**config.mk**
```make
export PLATFORM = sky130hd
export DESIGN_NAME = g2e_gearbox
export DESIGN_NICKNAME = d
export VERILOG_FILES = /design/src/rtl/g2e_gearbox.sv
export SDC_FILE = /design/constraint.sdc
export NUM_CORES = 1
export LEC_CHECK = 0
export ABC_AREA = 1
export BUFFER_PORTS_ARGS = -buffer_cell sky130_fd_sc_hd__buf_2
export CAP_MARGIN = 20
export CORE_UTILIZATION = 40
export CTS_CLUSTER_DIAMETER = 200
export CTS_CLUSTER_SIZE = 12
export DETAILED_ROUTE_END_ITERATION = 10
export SETUP_SLACK_MARGIN = 0.5
export SLEW_MARGIN = 10
export SYNTH_ARGS = -nofsm -noshare
export SYNTH_HDL_FRONTEND = slang
export SYNTH_SLANG_ARGS = --single-unit
```
**constraint.sdc**
```tcl
create_clock -name clk -period 5.4 [get_ports clk]
set_input_delay 0.27 -clock clk [delete_from_list [all_inputs] [get_ports clk]]
set_output_delay 0.27 -clock clk [all_outputs]
set_load 0.01 [all_outputs]
```
**src/rtl/g2e_gearbox.sv**
```systemverilog
// Bit-level width converter between the Hamming generator and encoder stages.
// Packs WR_DATA_WIDTH-bit words into a left-aligned bit buffer and emits RD_DATA_WIDTH-bit words MSB-first.
module g2e_gearbox #(
    parameter int WR_DATA_WIDTH   = 8,
    parameter int RD_DATA_WIDTH   = 11,
    parameter int BUF_BUFFER_SIZE = 32,
    localparam int LVL_W          = $clog2(BUF_BUFFER_SIZE + 1)
) (
    input  logic                     clk,
    input  logic                     rst,
    input  logic                     wr_valid,
    output logic                     wr_ready,
    input  logic [WR_DATA_WIDTH-1:0] wr_data,
    input  logic                     wr_last,
    output logic                     rd_valid,
    input  logic                     rd_ready,
    output logic [RD_DATA_WIDTH-1:0] rd_data,
    output logic                     rd_last,
    output logic [LVL_W-1:0]         level
);

    generate
        if (BUF_BUFFER_SIZE < WR_DATA_WIDTH + RD_DATA_WIDTH - 1) begin : g_bad_size
            $error("g2e_gearbox: BUF_BUFFER_SIZE must be >= WR_DATA_WIDTH + RD_DATA_WIDTH - 1");
        end
    endgenerate

    localparam logic [LVL_W-1:0] WR_LVL  = LVL_W'(WR_DATA_WIDTH);
    localparam logic [LVL_W-1:0] RD_LVL  = LVL_W'(RD_DATA_WIDTH);
    localparam logic [LVL_W:0]   WR_EXT  = (LVL_W + 1)'(WR_DATA_WIDTH);
    localparam logic [LVL_W:0]   CAP_EXT = (LVL_W + 1)'(BUF_BUFFER_SIZE);

    typedef enum logic {FILL, FLUSH} state_t;

    state_t                     state_q, state_d;
    logic [LVL_W-1:0]           count_q, count_d;
    logic [BUF_BUFFER_SIZE-1:0] buf_q, buf_d;

    logic                       rd_fire, wr_fire;
    logic [LVL_W-1:0]           rd_take, count_ar;
    logic [BUF_BUFFER_SIZE-1:0] shifted, inserted;

    // NOTE: every signal driven here gets a default first, so no path through the block can infer a latch.
    always_comb begin
        state_d  = state_q;
        rd_valid = 1'b0;
        rd_last  = 1'b0;
        wr_ready = 1'b0;

        if (state_q == FLUSH) begin
            rd_valid = (count_q != '0);
            rd_last  = (count_q <= RD_LVL);
        end else begin
            rd_valid = (count_q >= RD_LVL);
        end

        rd_fire  = rd_valid && rd_ready;
        rd_take  = (count_q < RD_LVL) ? count_q : RD_LVL;
        count_ar = count_q - (rd_fire ? rd_take : '0);

        if (state_q == FILL) begin
            wr_ready = ({1'b0, count_ar} + WR_EXT <= CAP_EXT);
        end
        wr_fire = wr_valid && wr_ready;

        // Unused buffer bits are always zero, so a read of a partial word comes out zero-padded for free.
        shifted  = rd_fire ? (buf_q << RD_DATA_WIDTH) : buf_q;
        inserted = (BUF_BUFFER_SIZE'(wr_data) << (BUF_BUFFER_SIZE - WR_DATA_WIDTH)) >> count_ar;
        buf_d    = shifted | (wr_fire ? inserted : '0);
        count_d  = count_ar + (wr_fire ? WR_LVL : '0);

        case (state_q)
            FILL: begin
                if (wr_fire && wr_last && count_d != '0) begin
                    state_d = FLUSH;
                end
            end
            FLUSH: begin
                if (rd_fire && rd_last) begin
                    state_d = FILL;
                    count_d = '0;
                    buf_d   = '0;
                end
            end
            default: state_d = FILL;
        endcase
    end

    // NOTE: state is updated with non-blocking assignments only; the bit buffer is reset too because its zero fill is functional.
    always_ff @(posedge clk) begin
        if (rst) begin
            state_q <= FILL;
            count_q <= '0;
            buf_q   <= '0;
        end else begin
            state_q <= state_d;
            count_q <= count_d;
            buf_q   <= buf_d;
        end
    end

    assign rd_data = buf_q[BUF_BUFFER_SIZE-1 -: RD_DATA_WIDTH];
    assign level   = count_q;

endmodule

```
==> results of run 1 <==
## synth_stat cells, types with 3 or more instances
library cell | n | area share
o21ai_0 | 20 | 0.033
nand4_1 | 34 | 0.070
ha_1 | 8 | 0.033
buf_4 | 14 | 0.034
nand3_1 | 55 | 0.090
inv_1 | 38 | 0.047
inv_2 | 3 | 0.0037
nand2_2 | 5 | 0.010
nand2_1 | 117 | 0.14
a21oi_1 | 37 | 0.061
nand3_2 | 3 | 0.0098
clkbuf_1 | 6 | 0.0074
nand2_4 | 5 | 0.018
nor2_1 | 48 | 0.059
buf_2 | 10 | 0.016
dfxtp_1 | 39 | 0.26
buf_6 | 9 | 0.033
## critical path, stage by stage, from the launching register on
cell and delay [ns]:
dfxtp_1 0.37, nor2_2 0.20, o21ai_2 0.10, inv_2 0.08
nand3_1 0.08, and2_2 0.26, nand2_4 0.07, a21oi_1 0.04
ha_1 0.18, inv_1 0.12, fa_1 0.59, inv_1 0.37
nand2_1 0.18, nor3_1 0.21, nand2_1 0.12, nand3_4 0.10
nand3_1 0.09, inv_1 0.09, ha_1 0.14, ha_1 0.24
nor4_2 0.26, nand3_1 0.10, nand2_1 0.06, nor2_1 0.04
nor2_1 0.08, nor2_1 0.04
## metal layers
metal / part of all wire / GRT usage / vias to the layer above
met5: 0 / 0 / -
met4: 0.014 / 0.0491 / 0
met3: 0.033 / 0.0305 / 10
met2: 0.48 / 0.373 / 58
met1: 0.47 / 0.293 / 1423
li1: - / - / 1561
## sequential cells by signal, indices dropped and copies added (netlist names)
signal   count
buf_q       32
level        6
state_q      1
## area by class of cell
type,instances,area (sq um),share of cell area
flip-flops and latches,39,782,0.242
clock inverters,2,60.1,0.0186
multi-input cells,353,1830,0.566
inverters,41,156,0.0485
clock buffers,6,72.6,0.0225
repair buffers,38,205,0.0636
well taps,99,124,0.0384
## metrics by stage
stage               utilization  std cells  area (sq um)  hold slack, ns  setup WS [ns]
floorplan                     -        475          3060           0.339          0.936
global placement          0.417        568          3060           0.450          0.983
detailed placement        0.417        568          3060           0.453          0.781
CTS                       0.435        576          3190           0.319          0.757
global route              0.440        578          3230           0.350          0.502
finish                    0.440        578          3230           0.322           1.03
## timing repair
action / CTS / global route
buffers inserted: 0 / 2
resized for setup: 0 / 6
hold buffers: 0 / 0
endpoints found under the setup margin: 0 / 2
endpoints found under the hold margin: 0 / 0
## logic make-up (layout without fill, tap and decap cells)
| logic type | Yosys count | after routing | synth area share |
|---|---|---|---|
| compound gates | 64 | 64 | 0.115 |
| xor+xnor | 2 | 2 | 0.00573 |
| fa+ha+maj | 9 | 9 | 0.0393 |
| buf+inv | 83 | 87 | 0.153 |
| flops | 39 | 39 | 0.255 |
| other cells | 1 | 1 | 0.00123 |
| simple gates | 277 | 277 | 0.430 |
## worst paths after layout
check / slack [ns] / to / cells past startpoint
worst min register to register: 0.47 / buf_q[8] / 2
worst min-delay path: 0.32 / state_q / 5
worst max register to register: 1.03 / state_q / 25
worst max-delay path: 1.03 / state_q / 25
==> impl_results.md, run 1 <==
- Arrival @ worst endpoint: 4.52 ns
- # setup viols final: 0
- Register area share after synthesis: 0.255
- Clock root buffer: clkbuf_8
- CORE AREA: 0.00733 sq mm
- Hold Fails Final Rpt: 0
- Share of cells above drive strength 1: 0.157
- First-pass GRT wire length: 13,500 um
- Max-slew headroom: 0.329
- Die Y: 89.4 um
- EDFF count, synth: 0
- NumNets Final: 500
- Critical Path RT: 5.55 ns
- Worst-path clk slew: 0.08 ns
- Skew-Pair Late Insertion Delay: 0.29 ns
- CP startpoint: level[5]
- RSZ-0062 raised after global routing: false
- Critical path launch point type: register
- TritonCTS buffer count: 5
- Worst R2R Start: level[5]
- # H-tree levels: 2
- Mapped Avg Cell Area: 6.44 sq um
- Main synth FF type: dfxtp_1
- Final period utilization: 0.809
- CTS tree: built
- Outcome: finished clean
- Routability congestion estimate: 0.882
- DPL Wire Length: 5980 um
- Hold crit path type: in -> reg
- I/O pin total: 33
- Via Count: 3,052
- Cell Rows: 31
- Slew at the pin closest to its max-slew limit: 1.01 ns
- Filler cell count: 804
- Flops & latches, synth: 39
- Port Buf Inserts: 32
- Detail Route Antenna Nets: 0
- Post-synthesis net count: 497
- Initial core utilization: 0.417
- Die Area: 0.00800 sq mm
- Largest net degree at the start of global routing: 40
- Cell count after synthesis: 475
- Setup crit end kind: register
- Distinct cells, synth: 34
- Max Clock Skew: 0.00417 ns
- Remaining DRCs: 0
- Most common cell after layout, fill and taps aside: nand2_1
- Hold path start: wr_last
- WL final: 8170 um
- Total GRT Usage: 0.219
- Final min period: 4.37 ns
- Initial antenna violation count: 0
- Sink Count: 39
- Post-synth ARST share: 0
- Critical path peak fanout: 12
- Die X: 89.4 um
- Fin. max-slew vios: 0
- Syn. warnings: 0
- Setup_tns: 0 ns
- FMAX: 229 MHz
- Total congestion overflow: 0
- DRT iter0 DRCs: 201
- Max Cap Viol: 0
- Commonest cells after routing, fill and taps aside: 116 x nand2_1, 55 x nand3_1, 48 x nor2_1
- Mapped Area: 0.00306 sq mm
- Pre-antenna DRT Iters: 5
- DR vias/cell: 5.28
- WL per Instance: 14.1 um
- Vias in the first global route: 2,763
- Antenna diode count: 0
- CTS Buffer Depth: 2
- Critical path type: reg -> reg
- Area growth syn-to-layout: 5.48%
Power of run 1 is not shown: default switching activity piles up to over one toggle a cycle in this logic, so the estimate is an artifact.
==> run 2: changes to the inputs <==
Settings changed: ABC_AREA 1 to 0.
Clock period 5.4 ns to 4.1 ns, I/O delays scaled along.
==> impl_results.md, run 2 <==
- WL final: 7410 um
- # H-tree levels: 2
- Via Count: 2,440
- Cell area after layout: 0.00335 sq mm
- Clock root buffer: clkbuf_8
- Yosys top cell by area: dfxtp_1
- Max-slew headroom: 0.498
- Port Buf Inserts: 32
- Cell with the most instances after synthesis: dfxtp_1
- Max Clock Skew: 0.00576 ns
- Synth cell count leaders: 39 x dfxtp_1, 35 x mux2i_1, 30 x nand2_1
- First-pass GRT wire length: 11,600 um
- Detail Route Antenna Nets: 0
- FMAX: 246 MHz
- DRT iter0 DRCs: 179
- Final period utilization: 0.992
- Hold crit path type: in -> reg
- Largest net degree at the start of global routing: 30
- Pre-antenna DRT Iters: 4
- Total GRT Usage: 0.230
- DPL Wire Length: 5130 um
- Yosys top cell area share: 0.300
- Routability congestion estimate: 0.864
- TritonCTS buffer count: 5
- Flops & latches, synth: 39
- Die Area: 0.00683 sq mm
- Cell count after synthesis: 301
- Final core utilization: 0.531
- Sink Count: 39
- Critical Path RT: 4.26 ns
- Max reg flops: 32
- RSZ-0062 raised after global routing: true
- Share of cells above drive strength 1: 0.346
- Distinct cells, synth: 55
- Remaining DRCs: 0
- Initial core utilization: 0.412
- Hold Fails Final Rpt: 0
- Final min period: 4.07 ns
- NumNets Final: 371
- Critical path peak fanout: 4
- Setup crit end kind: register
- # setup viols final: 0
- Main area contributors after synthesis: dfxtp_1 30%, mux2i_1 13%, nand2_1 4.3%
- Post-synth ARST share: 0
- Total congestion overflow: 0
- Max Cap Viol: 0
- CTS tree: built
- Main synth FF type: dfxtp_1
- Most common cell after layout, fill and taps aside: mux2i_1
- Mapped Area: 0.00260 sq mm
- I/O pin total: 33
- Outcome: finished clean
- Die Y: 82.6 um
- Critical path type: reg -> reg
- Critical path launch point type: register
- Slew at the pin closest to its max-slew limit: 0.750 ns
- Initial antenna violation count: 0
- Post-synthesis net count: 323
- Arrival @ worst endpoint: 4.22 ns
- Hold slack: 0.152 ns
- Die X: 82.6 um
- Most flops, register: buf_q
- Commonest cells after routing, fill and taps aside: 35 x mux2i_1, 34 x dfxtp_1, 31 x buf_2
- Cell Rows: 29
- Skew-Pair Late Insertion Delay: 0.29 ns
- Antenna diode count: 0
- Fin. max-slew vios: 0
- CTS Buffer Depth: 2
- Mapped Avg Cell Area: 8.64 sq um
- WL per Instance: 17.3 um
- Area growth syn-to-layout: 28.8%
- EDFF count, synth: 0
- CORE AREA: 0.00631 sq mm
- Area after DPL: 0.00295 sq mm
- Vias in the first global route: 2,270
- Register area share after synthesis: 0.300
- Worst-path clk slew: 0.07 ns
- DR vias/cell: 5.71
- Syn. warnings: 0
-- run 2: final timing paths --
path	startpoint	end	slack, ns	cells after the start
worst max-delay path	state_q	state_q	0.03	23
worst min-delay path	wr_last	state_q	0.15	3
worst max register to register	state_q	state_q	0.03	23
worst min register to register	buf_q[5]	buf_q[5]	0.47	2
-- run 2: final cells by class --
type                       count  area, sq um
clock buffer                   7         76.3
tap                           77         96.3
timing repair buffer          72          512
fill                         596         2960
sequential                    39          800
clock inverter                 1         5.00
multi-input combinational    222         1830
inverter                       9         33.8
-- run 2: layer usage --
metal / GRT usage / up-vias / wire (um)
met5: 0 / - / 0
met4: 0.0362 / 0 / 24
met3: 0.0516 / 2 / 376
met2: 0.367 / 76 / 3530
met1: 0.322 / 1165 / 3480
li1: - / 1197 / -
-- run 2: what timing repair did --
action                     4_1_cts  5_1_grt
hold buffers                     0        0
pin swaps                       11       11
buffers inserted                17        3
setup endpoints to repair       29       37
hold endpoints to repair         0        0
gates resized for setup         20       15
-- run 2: stage by stage --
stage	setup TNS, ns	cells	worst slack, ns
3_5_place_dp	-0.0236	399	-0.0236
3_3_place_gp	0	399	0.0699
5_1_grt	-1.00	427	-0.167
6_report	0	427	0.0337
2_1_floorplan	-0.517	301	-0.364
4_1_cts	0	424	0.0626
-- run 2: critical path, stage by stage, from the launching register on --
cell	delay, ns
dfxtp_4	0.38
nor2_1	0.07
o31ai_4	0.29
nand2_2	0.09
nor2_2	0.09
ha_2	0.19
inv_2	0.04
fa_2	0.34
a21o_1	0.21
a21oi_2	0.17
xor2_2	0.18
inv_2	0.08
ha_4	0.18
xnor2_4	0.12
or3_4	0.34
a21o_1	0.18
a21o_1	0.20
inv_2	0.08
ha_4	0.13
ha_4	0.20
nor2_4	0.08
nand3b_1	0.08
mux2i_1	0.15
o41ai_1	0.07
-- run 2: kinds of logic after synthesis --
family	synth area share
flops	0.300
fa+ha+maj	0.0462
other cells	0.00144
xor+xnor	0.0375
compound gates	0.232
mux	0.143
simple gates	0.159
buf+inv	0.0804
Power of run 2 is left out for the same reason.
==> run 3: changes to the inputs <==
Settings changed: CTS_BUF_LIST from default to sky130_fd_sc_hd__clkbuf_8 sky130_fd_sc_hd__clkbuf_16.
==> impl_results.md, run 3 (synthesis gave the netlist of run 2 again) <==
- CTS Hold Bufs: 0
- Critical path peak fanout: 4
- Pre-antenna DRT Iters: 4
- Initial core utilization: 0.412
- Antenna diode count: 0
- DR vias/cell: 5.74
- Total congestion overflow: 0
- # setup viols final: 0
- Hold Fails Final Rpt: 0
- Max-slew headroom: 0.499
- Final min period: 4.07 ns
- DRT iter0 DRCs: 179
- Slew at the pin closest to its max-slew limit: 0.748 ns
- CORE AREA: 0.00631 sq mm
- Cells after DPL: 399
- Cell Rows: 29
- Total GRT Usage: 0.230
- DPL Wire Length: 5130 um
- R2R setup slack: 0.03 ns
- R2R depth: 23
- Die Area: 0.00683 sq mm
- Die Y: 82.6 um
- Multi-input combinational cell area: 0.00183 sq mm
- Setup crit end kind: register
- Vias in the first global route: 2,270
- Critical Path RT: 4.26 ns
- Commonest cells after routing, fill and taps aside: 35 x mux2i_1, 34 x dfxtp_1, 31 x buf_2
- Die X: 82.6 um
- Final core utilization: 0.531
- Most common cell after layout, fill and taps aside: mux2i_1
- Via Count: 2,451
- Post-place setup slack: -0.0236 ns
- Sequential Area: 800 sq um
- Fin. max-slew vios: 0
- Cell area after layout: 0.00335 sq mm
- Sink Count: 39
- Final period utilization: 0.991
- Filler cell count: 596
- Outcome: finished clean
- Critical path launch point type: register
- Share of cells above drive strength 1: 0.346
- Reg2reg end: state_q
- CP Capture Point: state_q
- Clock root buffer: clkbuf_8
- Max Cap Viol: 0
- NumNets Final: 371
- Initial antenna violation count: 0
- First-pass GRT wire length: 11,600 um
- Critical path type: reg -> reg
- CP startpoint: state_q
- TritonCTS buffer count: 5
- Routability congestion estimate: 0.864
- I/O pin total: 33
- Port Buf Inserts: 32
- WL per Instance: 17.3 um
- # H-tree levels: 2
- CTS Buffer Depth: 2
- Worst setup margin: 0.0350 ns
- Largest net degree at the start of global routing: 30
- WL final: 7390 um
- Final Non-Filler Cells: 427
- Hold crit path type: in -> reg
- Area growth syn-to-layout: 28.8%
- FMAX: 246 MHz
- Skew-Pair Late Insertion Delay: 0.29 ns
- Worst-path clk slew: 0.07 ns
- Max Clock Skew: 0.00452 ns
- Arrival @ worst endpoint: 4.22 ns
- Max reg flops: 32
- Remaining DRCs: 0
- CTS tree: built
- Area after DPL: 0.00295 sq mm
- Most flops, register: buf_q
- Worst R2R Start: state_q
- RSZ-0062 raised after global routing: true
- Detail Route Antenna Nets: 0
==> run 3: worst min path at each step <==
stage,cells past startpoint,start,end,slack (ns)
6_report,3,wr_last,state_q,0.15
5_1_grt,3,wr_last,state_q,0.17
4_1_cts,3,wr_last,state_q,0.15
3_5_place_dp,2,buf_q[5],buf_q[5],0.45
3_3_place_gp,2,buf_q[5],buf_q[5],0.44
2_1_floorplan,2,wr_last,state_q,0.34
==> run 3: metrics by stage <==
stage | setup TNS, ns | hold slack, ns
6_report | 0 | 0.150
5_1_grt | -1.00 | 0.169
4_1_cts | 0 | 0.147
3_5_place_dp | -0.0236 | 0.450
3_3_place_gp | 0 | 0.439
2_1_floorplan | -0.517 | 0.341
==> run 3: timing repair <==
action | in CTS | in global routing
pin swaps | 11 | 11
setup buffers | 17 | 3
resized for setup | 20 | 15
setup endpoints to repair | 29 | 37
==> run 3: layout make-up <==
class | count | share of cell area
well taps | 77 | 0.0288
repair buffers | 72 | 0.153
clock buffers | 5 | 0.0205
clock inverters | 3 | 0.00374
inverters | 9 | 0.0101
flip-flops and latches | 39 | 0.239
multi-input cells | 222 | 0.545
==> run 3: critical path, cell delays in order (launching register included) <==
cell and delay (ns):
dfxtp_4 0.38, nor2_1 0.07, o31ai_4 0.29, nand2_2 0.09, nor2_2 0.09, ha_2 0.19, inv_2 0.04, fa_2 0.34
a21o_1 0.21, a21oi_2 0.17, xor2_2 0.18, inv_2 0.08, ha_4 0.18, xnor2_4 0.12, or3_4 0.34, a21o_1 0.18
a21o_1 0.20, inv_2 0.08, ha_4 0.13, ha_4 0.20, nor2_4 0.08, nand3b_1 0.08, mux2i_1 0.15, o41ai_1 0.07
==> run 3: per-layer routing <==
| metal | share of wire | GRT usage | vias up |
|---|---|---|---|
| met1 | 0.47 | 0.322 | 1164 |
| li1 | - | - | 1195 |
| met4 | 0.0060 | 0.0362 | 0 |
| met5 | 0 | 0 | - |
| met3 | 0.054 | 0.0516 | 4 |
| met2 | 0.47 | 0.367 | 88 |
Power of run 3 is left out for the same reason.
